<file path="src/rtl/rotary_pkg.sv">
// Shared types and helpers for the rotary position controller.
//   rot_state_t : per-channel press/auto-repeat state
//   onehot_of() : binary position -> one-hot decode (callers truncate to POSITIONS bits)
package rotary_pkg;

    typedef enum logic [1:0] {RS_IDLE, RS_HOLD, RS_RPT} rot_state_t;

    // Widest one-hot the decode helper supports; POSITIONS must not exceed this.
    localparam int ROT_MAX_POS = 64;

    function automatic logic [ROT_MAX_POS-1:0] onehot_of(input int unsigned pos);
        logic [ROT_MAX_POS-1:0] one;
        one = {{(ROT_MAX_POS-1){1'b0}}, 1'b1};
        return one << pos;
    endfunction

endpackage

</file>
<file path="src/rtl/rotary_channel.sv">
// One rotary channel: press/reversal detection, hold and auto-repeat timing,
// wrapping position register and its registered one-hot copy.
// Ports:
//   clk_sys, reset  clock, async active-high reset
//   tick            1-cycle timing tick from the shared prescaler
//   repeat_en       auto-repeat enable
//   preset          load strobe; preset_pos is the load value (clamped)
//   cw, ccw         button levels
//   rotary          one-hot position (POSITIONS bits)
//   rotary_pos      binary position
//   step            1-cycle pulse when the position moved
//   restart         press seen this cycle; realigns the shared prescaler
//
// state   | meaning
// RS_IDLE | no valid press being tracked (released, both buttons, preset or reset)
// RS_HOLD | stepped on the press, waiting REPEAT_DELAY ticks for the first repeat
// RS_RPT  | auto-repeating, one step every REPEAT_RATE ticks
module rotary_channel
    import rotary_pkg::*;
#(
    parameter int POSITIONS    = 12,
    parameter int REPEAT_DELAY = 250,
    parameter int REPEAT_RATE  = 60,
    localparam int PW          = $clog2(POSITIONS)
) (
    input  logic                 clk_sys,
    input  logic                 reset,
    input  logic                 tick,
    input  logic                 repeat_en,
    input  logic                 preset,
    input  logic [PW-1:0]        preset_pos,
    input  logic                 cw,
    input  logic                 ccw,
    output logic [POSITIONS-1:0] rotary,
    output logic [PW-1:0]        rotary_pos,
    output logic                 step,
    output logic                 restart
);

    localparam int CMAX = (REPEAT_DELAY > REPEAT_RATE) ? REPEAT_DELAY : REPEAT_RATE;
    localparam int CW   = $clog2(CMAX + 1);

    rot_state_t           state_q, state_nx;
    logic [PW-1:0]        pos_q, pos_nx;
    logic [POSITIONS-1:0] rot_q;
    logic [CW-1:0]        cnt_q, cnt_nx;
    logic                 step_q, do_step;
    logic                 prev_active_q, prev_cw_q, lock_q;
    logic                 dir_cw, dir_ccw, active, press, tc;

    assign dir_cw  = cw & ~ccw;
    assign dir_ccw = ccw & ~cw;
    assign active  = dir_cw | dir_ccw;

    // lock_q holds off press detection after reset until the buttons have
    // been seen released, so a button held through reset cannot step.
    assign press   = active & ~lock_q & (~prev_active_q | (dir_cw != prev_cw_q));
    assign tc      = tick & (cnt_q == '0);
    assign restart = press & ~preset;

    always_ff @(posedge clk_sys or posedge reset) begin
        if (reset) state_q <= RS_IDLE;
        else       state_q <= state_nx;
    end

    always_comb begin
        state_nx = state_q;
        if (preset || !active) begin
            state_nx = RS_IDLE;
        end else if (press) begin
            state_nx = RS_HOLD;
        end else begin
            case (state_q)
                RS_HOLD: if (tc && repeat_en) state_nx = RS_RPT;
                default: state_nx = state_q;
            endcase
        end
    end

    // Hold count is a down-counter: loaded on a step, stepped again when a
    // tick arrives with the count already at zero.
    always_comb begin
        do_step = 1'b0;
        cnt_nx  = cnt_q;
        pos_nx  = pos_q;
        if (preset) begin
            pos_nx = (32'(preset_pos) >= POSITIONS) ? PW'(POSITIONS - 1) : preset_pos;
            cnt_nx = '0;
        end else if (active) begin
            if (press) begin
                do_step = 1'b1;
                cnt_nx  = CW'(REPEAT_DELAY - 1);
            end else if (state_q != RS_IDLE && tick) begin
                if (cnt_q != '0) begin
                    cnt_nx = cnt_q - CW'(1);
                end else if (repeat_en) begin
                    do_step = 1'b1;
                    cnt_nx  = CW'(REPEAT_RATE - 1);
                end
            end
            if (do_step) begin
                if (dir_cw)
                    pos_nx = (pos_q == '0) ? PW'(POSITIONS - 1) : pos_q - PW'(1);
                else
                    pos_nx = (pos_q == PW'(POSITIONS - 1)) ? '0 : pos_q + PW'(1);
            end
        end
    end

    always_ff @(posedge clk_sys or posedge reset) begin
        if (reset) begin
            pos_q         <= '0;
            rot_q         <= POSITIONS'(1);
            cnt_q         <= '0;
            step_q        <= 1'b0;
            prev_active_q <= 1'b0;
            prev_cw_q     <= 1'b0;
            lock_q        <= 1'b1;
        end else begin
            pos_q         <= pos_nx;
            rot_q         <= POSITIONS'(onehot_of(32'(pos_nx)));
            cnt_q         <= cnt_nx;
            step_q        <= do_step;
            prev_active_q <= active;
            prev_cw_q     <= dir_cw;
            lock_q        <= lock_q & active;
        end
    end

    assign rotary     = rot_q;
    assign rotary_pos = pos_q;
    assign step       = step_q;

endmodule

</file>
<file path="src/rtl/rotary_pos_ctrl.sv">
// Multi-channel rotary joystick position generator.
// Ports:
//   clk_sys, reset  clock, async active-high reset
//   repeat_en       auto-repeat enable for all channels
//   preset          per-channel load strobe; preset_pos channel n at [n*PW +: PW]
//   cw, ccw         per-channel button levels
//   rotary          one-hot positions; channel n at [n*POSITIONS +: POSITIONS]
//   rotary_pos      binary positions; channel n at [n*PW +: PW]
//   step            per-channel 1-cycle position-change pulse
module rotary_pos_ctrl
    import rotary_pkg::*;
#(
    parameter int CHANNELS     = 2,
    parameter int POSITIONS    = 12,
    parameter int TICK_DIV     = 72000,
    parameter int REPEAT_DELAY = 250,
    parameter int REPEAT_RATE  = 60,
    localparam int PW          = $clog2(POSITIONS)
) (
    input  logic                          clk_sys,
    input  logic                          reset,
    input  logic                          repeat_en,
    input  logic [CHANNELS-1:0]           preset,
    input  logic [CHANNELS*PW-1:0]        preset_pos,
    input  logic [CHANNELS-1:0]           cw,
    input  logic [CHANNELS-1:0]           ccw,
    output logic [CHANNELS*POSITIONS-1:0] rotary,
    output logic [CHANNELS*PW-1:0]        rotary_pos,
    output logic [CHANNELS-1:0]           step
);

    localparam int TW = (TICK_DIV > 1) ? $clog2(TICK_DIV) : 1;

    logic [TW-1:0]       tick_cnt;
    logic                tick;
    logic [CHANNELS-1:0] restart;

    assign tick = (tick_cnt == TW'(TICK_DIV - 1));

    // A press on any channel realigns the prescaler so the first repeat
    // lands exactly REPEAT_DELAY ticks after that press. A press on one
    // channel can therefore shift the repeat phase of another by < 1 tick.
    always_ff @(posedge clk_sys or posedge reset) begin
        if (reset)         tick_cnt <= '0;
        else if (|restart) tick_cnt <= '0;
        else if (tick)     tick_cnt <= '0;
        else               tick_cnt <= tick_cnt + TW'(1);
    end

    for (genvar n = 0; n < CHANNELS; n++) begin : g_chan
        rotary_channel #(
            .POSITIONS    (POSITIONS),
            .REPEAT_DELAY (REPEAT_DELAY),
            .REPEAT_RATE  (REPEAT_RATE)
        ) u_chan (
            .clk_sys    (clk_sys),
            .reset      (reset),
            .tick       (tick),
            .repeat_en  (repeat_en),
            .preset     (preset[n]),
            .preset_pos (preset_pos[n*PW +: PW]),
            .cw         (cw[n]),
            .ccw        (ccw[n]),
            .rotary     (rotary[n*POSITIONS +: POSITIONS]),
            .rotary_pos (rotary_pos[n*PW +: PW]),
            .step       (step[n]),
            .restart    (restart[n])
        );
    end

endmodule

</file>
<file path="config.mk">
export PLATFORM = sky130hd
export DESIGN_NAME = rotary_pos_ctrl
export DESIGN_NICKNAME = d
export VERILOG_FILES = /design/src/rtl/rotary_pkg.sv /design/src/rtl/rotary_channel.sv /design/src/rtl/rotary_pos_ctrl.sv
export SDC_FILE = /design/constraint.sdc
export NUM_CORES = 1
export LEC_CHECK = 0
export CORE_MARGIN = 8
export CORE_UTILIZATION = 50
export DETAILED_ROUTE_END_ITERATION = 8
export GPL_TIMING_DRIVEN = 0
export HOLD_SLACK_MARGIN = 0.1
export MAX_ROUTING_LAYER = met4
export PLACE_DENSITY = 0.81
export SYNTH_ARGS = -nofsm -noshare
export SYNTH_HDL_FRONTEND = slang
export SYNTH_SLANG_ARGS = --single-unit
</file>
<file path="constraint.sdc">
create_clock -name clk_sys -period 2.3 [get_ports clk_sys]
set_input_delay 0.46 -clock clk_sys [delete_from_list [all_inputs] [get_ports clk_sys]]
set_output_delay 0.46 -clock clk_sys [all_outputs]
set_load 0.01 [all_outputs]
</file>
==> results.md <==
- Post-Route WL: 10,700 um
- Clock Path Buffers: 2
- Gate Count Post-Synth: 381
- Final core occ: 71.5%
- ANT cells: 0
- Number of synthesized flops with an enable pin: 0
- Synth Area in Compound Gates: 14.7%
- First-pass detailed-route iteration total: 5
- Avg Cell Area, Syn: 10.5 um2
- Max rail drop VDD: 0.453 mV
- CP required: 2570 ps
- First-pass GRT wire length: 16,400 um
- Routed length per instance: 18.5 um
- Setup TNS: -806 ps
- Pwr dens: 716 mW/mm2
- Slew @ Worst Pin: 552 ps
- CP arrival: 2660 ps
- Post-synthesis sequential area ratio: 48.4%
- Max Slew Vio Count: 0
- Dominant combinational cell family by area after synthesis: simple AND/OR/NAND/NOR gates
- H-tree lvl count: 3
- HPWL Detailed: 6320 um
- Fin. Hold Viols: 0
- Fin crit period: 2390 ps
- Count of hold-fix buffers inserted at cts: 0
- Worst clock skew: 12.1 ps
- Total gr overflow: 0
- Ports: 51
- Worst r2r src: g_chan[1].u_chan.cnt_q[0]
- Post-synthesis cell type count: 65
- XOR/XNOR share of the synthesized area: 4.17%
- Share of cells above drive strength 1: 26.6%
- Number of global-route vias before repair: 3,290
- Final worst path period share: 104%
- Initial DRC count: 229
- Leak: 2.33 nW
- Unrepaired setup endpoints after global routing: yes
- Root Driver: clkbuf_8
- Initial Util: 51.6%
- Area of the mapped netlist: 0.00399 mm2
- Die area: 0.0111 mm2
- Final Setup Violations: 18
- Worst setup startpoint: g_chan[1].u_chan.cnt_q[0]
- Setup crit start kind: flop
- Drc violations: 0
- FF+latch count, synth: 77
- TritonCTS clock tree: yes
- Initial antenna violation count: 0
- IO buf count: 49
- Outcome: complete, but fails checks
- Max frequency: 419 MHz
- Layout Nets: 500
- Max-slew headroom: 63.2%
- Core area: 0.00773 mm2
- Largest net degree at the start of global routing: 34
- Row cnt: 32
- CP Capture Type: flop
- CP Class: flop to flop
- Number of CTS-inserted buffers: 9
- Worst-path clk slew: 80 ps
- Post-Synth Adder-Cell Area: 3.45%
- Die Ht: 105 um
- Synth warn: 0
- Vias per cell: 5.93
- Net Count, Synth: 409
- Die X-Extent: 105 um
- Async set or reset register ratio after synthesis: 100%
- Mux cell area share after synthesis: 3.73%
- Total Routing Usage GR: 18.4%
- Synth Area in Simple Gates: 20.9%
- Area growth from synthesis to layout: 38.4%
- Setup ws final: -86.4 ps
- Max-cap violations: 0
- Worst skew pair latency: 360 ps
- Hold Slack: 427 ps
- Main synth FF type: dfrtp_1
- Clock sinks: 77
- GPL Wtd Cong: 0.883
- Failing checks: setup timing
- Routed vias: 3,431
- Worst min path class: input port to async pin
- Crit path max fanout: 6
- Final ANT Viol Nets: 0
[timing repair]
item | in CTS | in global routing
resized for setup | 46 | 41
endpoints found under the setup margin | 57 | 33
buffers inserted | 15 | 13
pin swaps | 17 | 21
hold endpoints to repair | 0 | 0
gates cloned | 1 | 2
[sequential cells by signal (all words and copies together), names as in the netlist]
signal                       cells
g_chan.u_chan.state_q            4
g_chan.u_chan.cnt_q             16
g_chan.u_chan.rotary            24
g_chan.u_chan.step               2
tick_cnt                        17
g_chan.u_chan.prev_cw_q          2
g_chan.u_chan.rotary_pos         8
g_chan.u_chan.lock_q             2
g_chan.u_chan.prev_active_q      2
[cell families after synthesis]
| family | Yosys count |
|---|---|
| AOI/OAI and AO/OA | 80 |
| xor gates and xnor gates | 19 |
| adders and majority gates | 11 |
| buffers and inverters | 41 |
| DFF | 77 |
| muxes | 13 |
| and+or+nand+nor | 140 |
[routing by layer]
layer | up-vias | share of wire, % | GRT usage [%]
met1 | 1696 | 42 | 22.2
met5 | - | 0 | -
li1 | 1572 | - | -
met2 | 127 | 51 | 30.1
met4 | 0 | 3.1 | 7.95
met3 | 36 | 4.1 | 2.80
[layout by cell type, fill, tap and decap left out, types with 8 or more instances in the layout]
| cell type | n |
|---|---|
| o21ai_0 | 10 |
| nor2_1 | 39 |
| a31oi_1 | 8 |
| buf_4 | 29 |
| inv_1 | 17 |
| a21oi_1 | 19 |
| xnor2_1 | 8 |
| clkdlybuf4s50_1 | 46 |
| nand2_1 | 14 |
| xor2_1 | 9 |
| dfrtp_1 | 72 |
| clkbuf_8 | 9 |
| mux2i_1 | 9 |
| nor3_1 | 12 |
[through the flow]
| stage | cells | power [W] | area (um2) | setup WS, ps |
|---|---|---|---|---|
| detailed placement | 534 | 0.00260 | 4700 | -788 |
| floorplan | 381 | 0.00227 | 4050 | -43.3 |
| finish | 579 | 0.00395 | 5520 | -86.4 |
| CTS | 565 | 0.00374 | 5210 | -87.1 |
| global route | 579 | 0.00414 | 5520 | -179 |
| global placement | 532 | 0.00256 | 4660 | -790 |
[Yosys cell counts, types with 3 or more instances]
library cell	number	share of area, %
ha_1	11	3.4
nand2_1	14	1.3
xnor2_1	10	2.2
or4_1	5	0.94
o22a_1	3	0.66
a31oi_1	8	1.3
mux2i_1	10	2.5
nor4_2	8	2.5
buf_2	3	0.38
or3_1	5	0.78
a41oi_1	3	0.66
dfrtp_1	73	46
a211oi_1	4	0.75
dfstp_2	4	2.6
nor3_1	12	1.5
nand4_1	7	1.1
a211o_1	4	0.88
nor4_1	6	0.94
nor2_1	40	3.8
o21ai_0	11	1.4
xor2_1	9	2.0
nor2b_1	7	1.1
nor3b_1	6	1.1
a21o_1	4	0.75
clkbuf_1	6	0.56
inv_1	23	2.2
and2_1	4	0.63
nand3_1	7	0.88
buf_4	5	0.94
and4_1	6	1.3
a21oi_1	21	2.6
[critical path, stage by stage, from the launching register on]
cell	delay, ps
dfrtp_1	400
inv_2	90
ha_4	120
or4b_4	510
nor2_8	110
a41o_4	290
mux2i_4	260
o22a_2	210
inv_4	60
nor4_4	250
[area by class of cell]
| cell class | count | area, um2 |
|---|---|---|
| plain buffers | 12 | 82.6 |
| repair buffers | 81 | 757 |
| fillers | 490 | 2200 |
| multi-input cells | 264 | 2300 |
| clock buffers | 10 | 128 |
| well taps | 102 | 128 |
| flip-flops and latches | 77 | 1930 |
| inverters | 27 | 128 |
| clock inverters | 6 | 63.8 |
[path summary, 6_finish.rpt]
check / endpoint / slack [ps] / cells past startpoint
max reg2reg: g_chan[1].u_chan.rotary[1] / -90 / 9
max in group asynchronous: g_chan[1].u_chan.lock_q / 1350 / 3
max: g_chan[1].u_chan.rotary[1] / -90 / 9
min in group clk_sys: g_chan[1].u_chan.lock_q / 510 / 1
min: g_chan[1].u_chan.rotary[1] / 430 / 2
min reg2reg: g_chan[1].u_chan.lock_q / 510 / 1
[report_power, final]
group | leakage [nW] | internal, W | switching [W]
combinational | 1.23 | 0.000611 | 0.000693
clock | 0.0923 | 0.000499 | 0.000512
sequential | 1.00 | 0.00149 | 0.000147
total | 2.33 | 0.00260 | 0.00135
(Power assumes the default switching activity.)
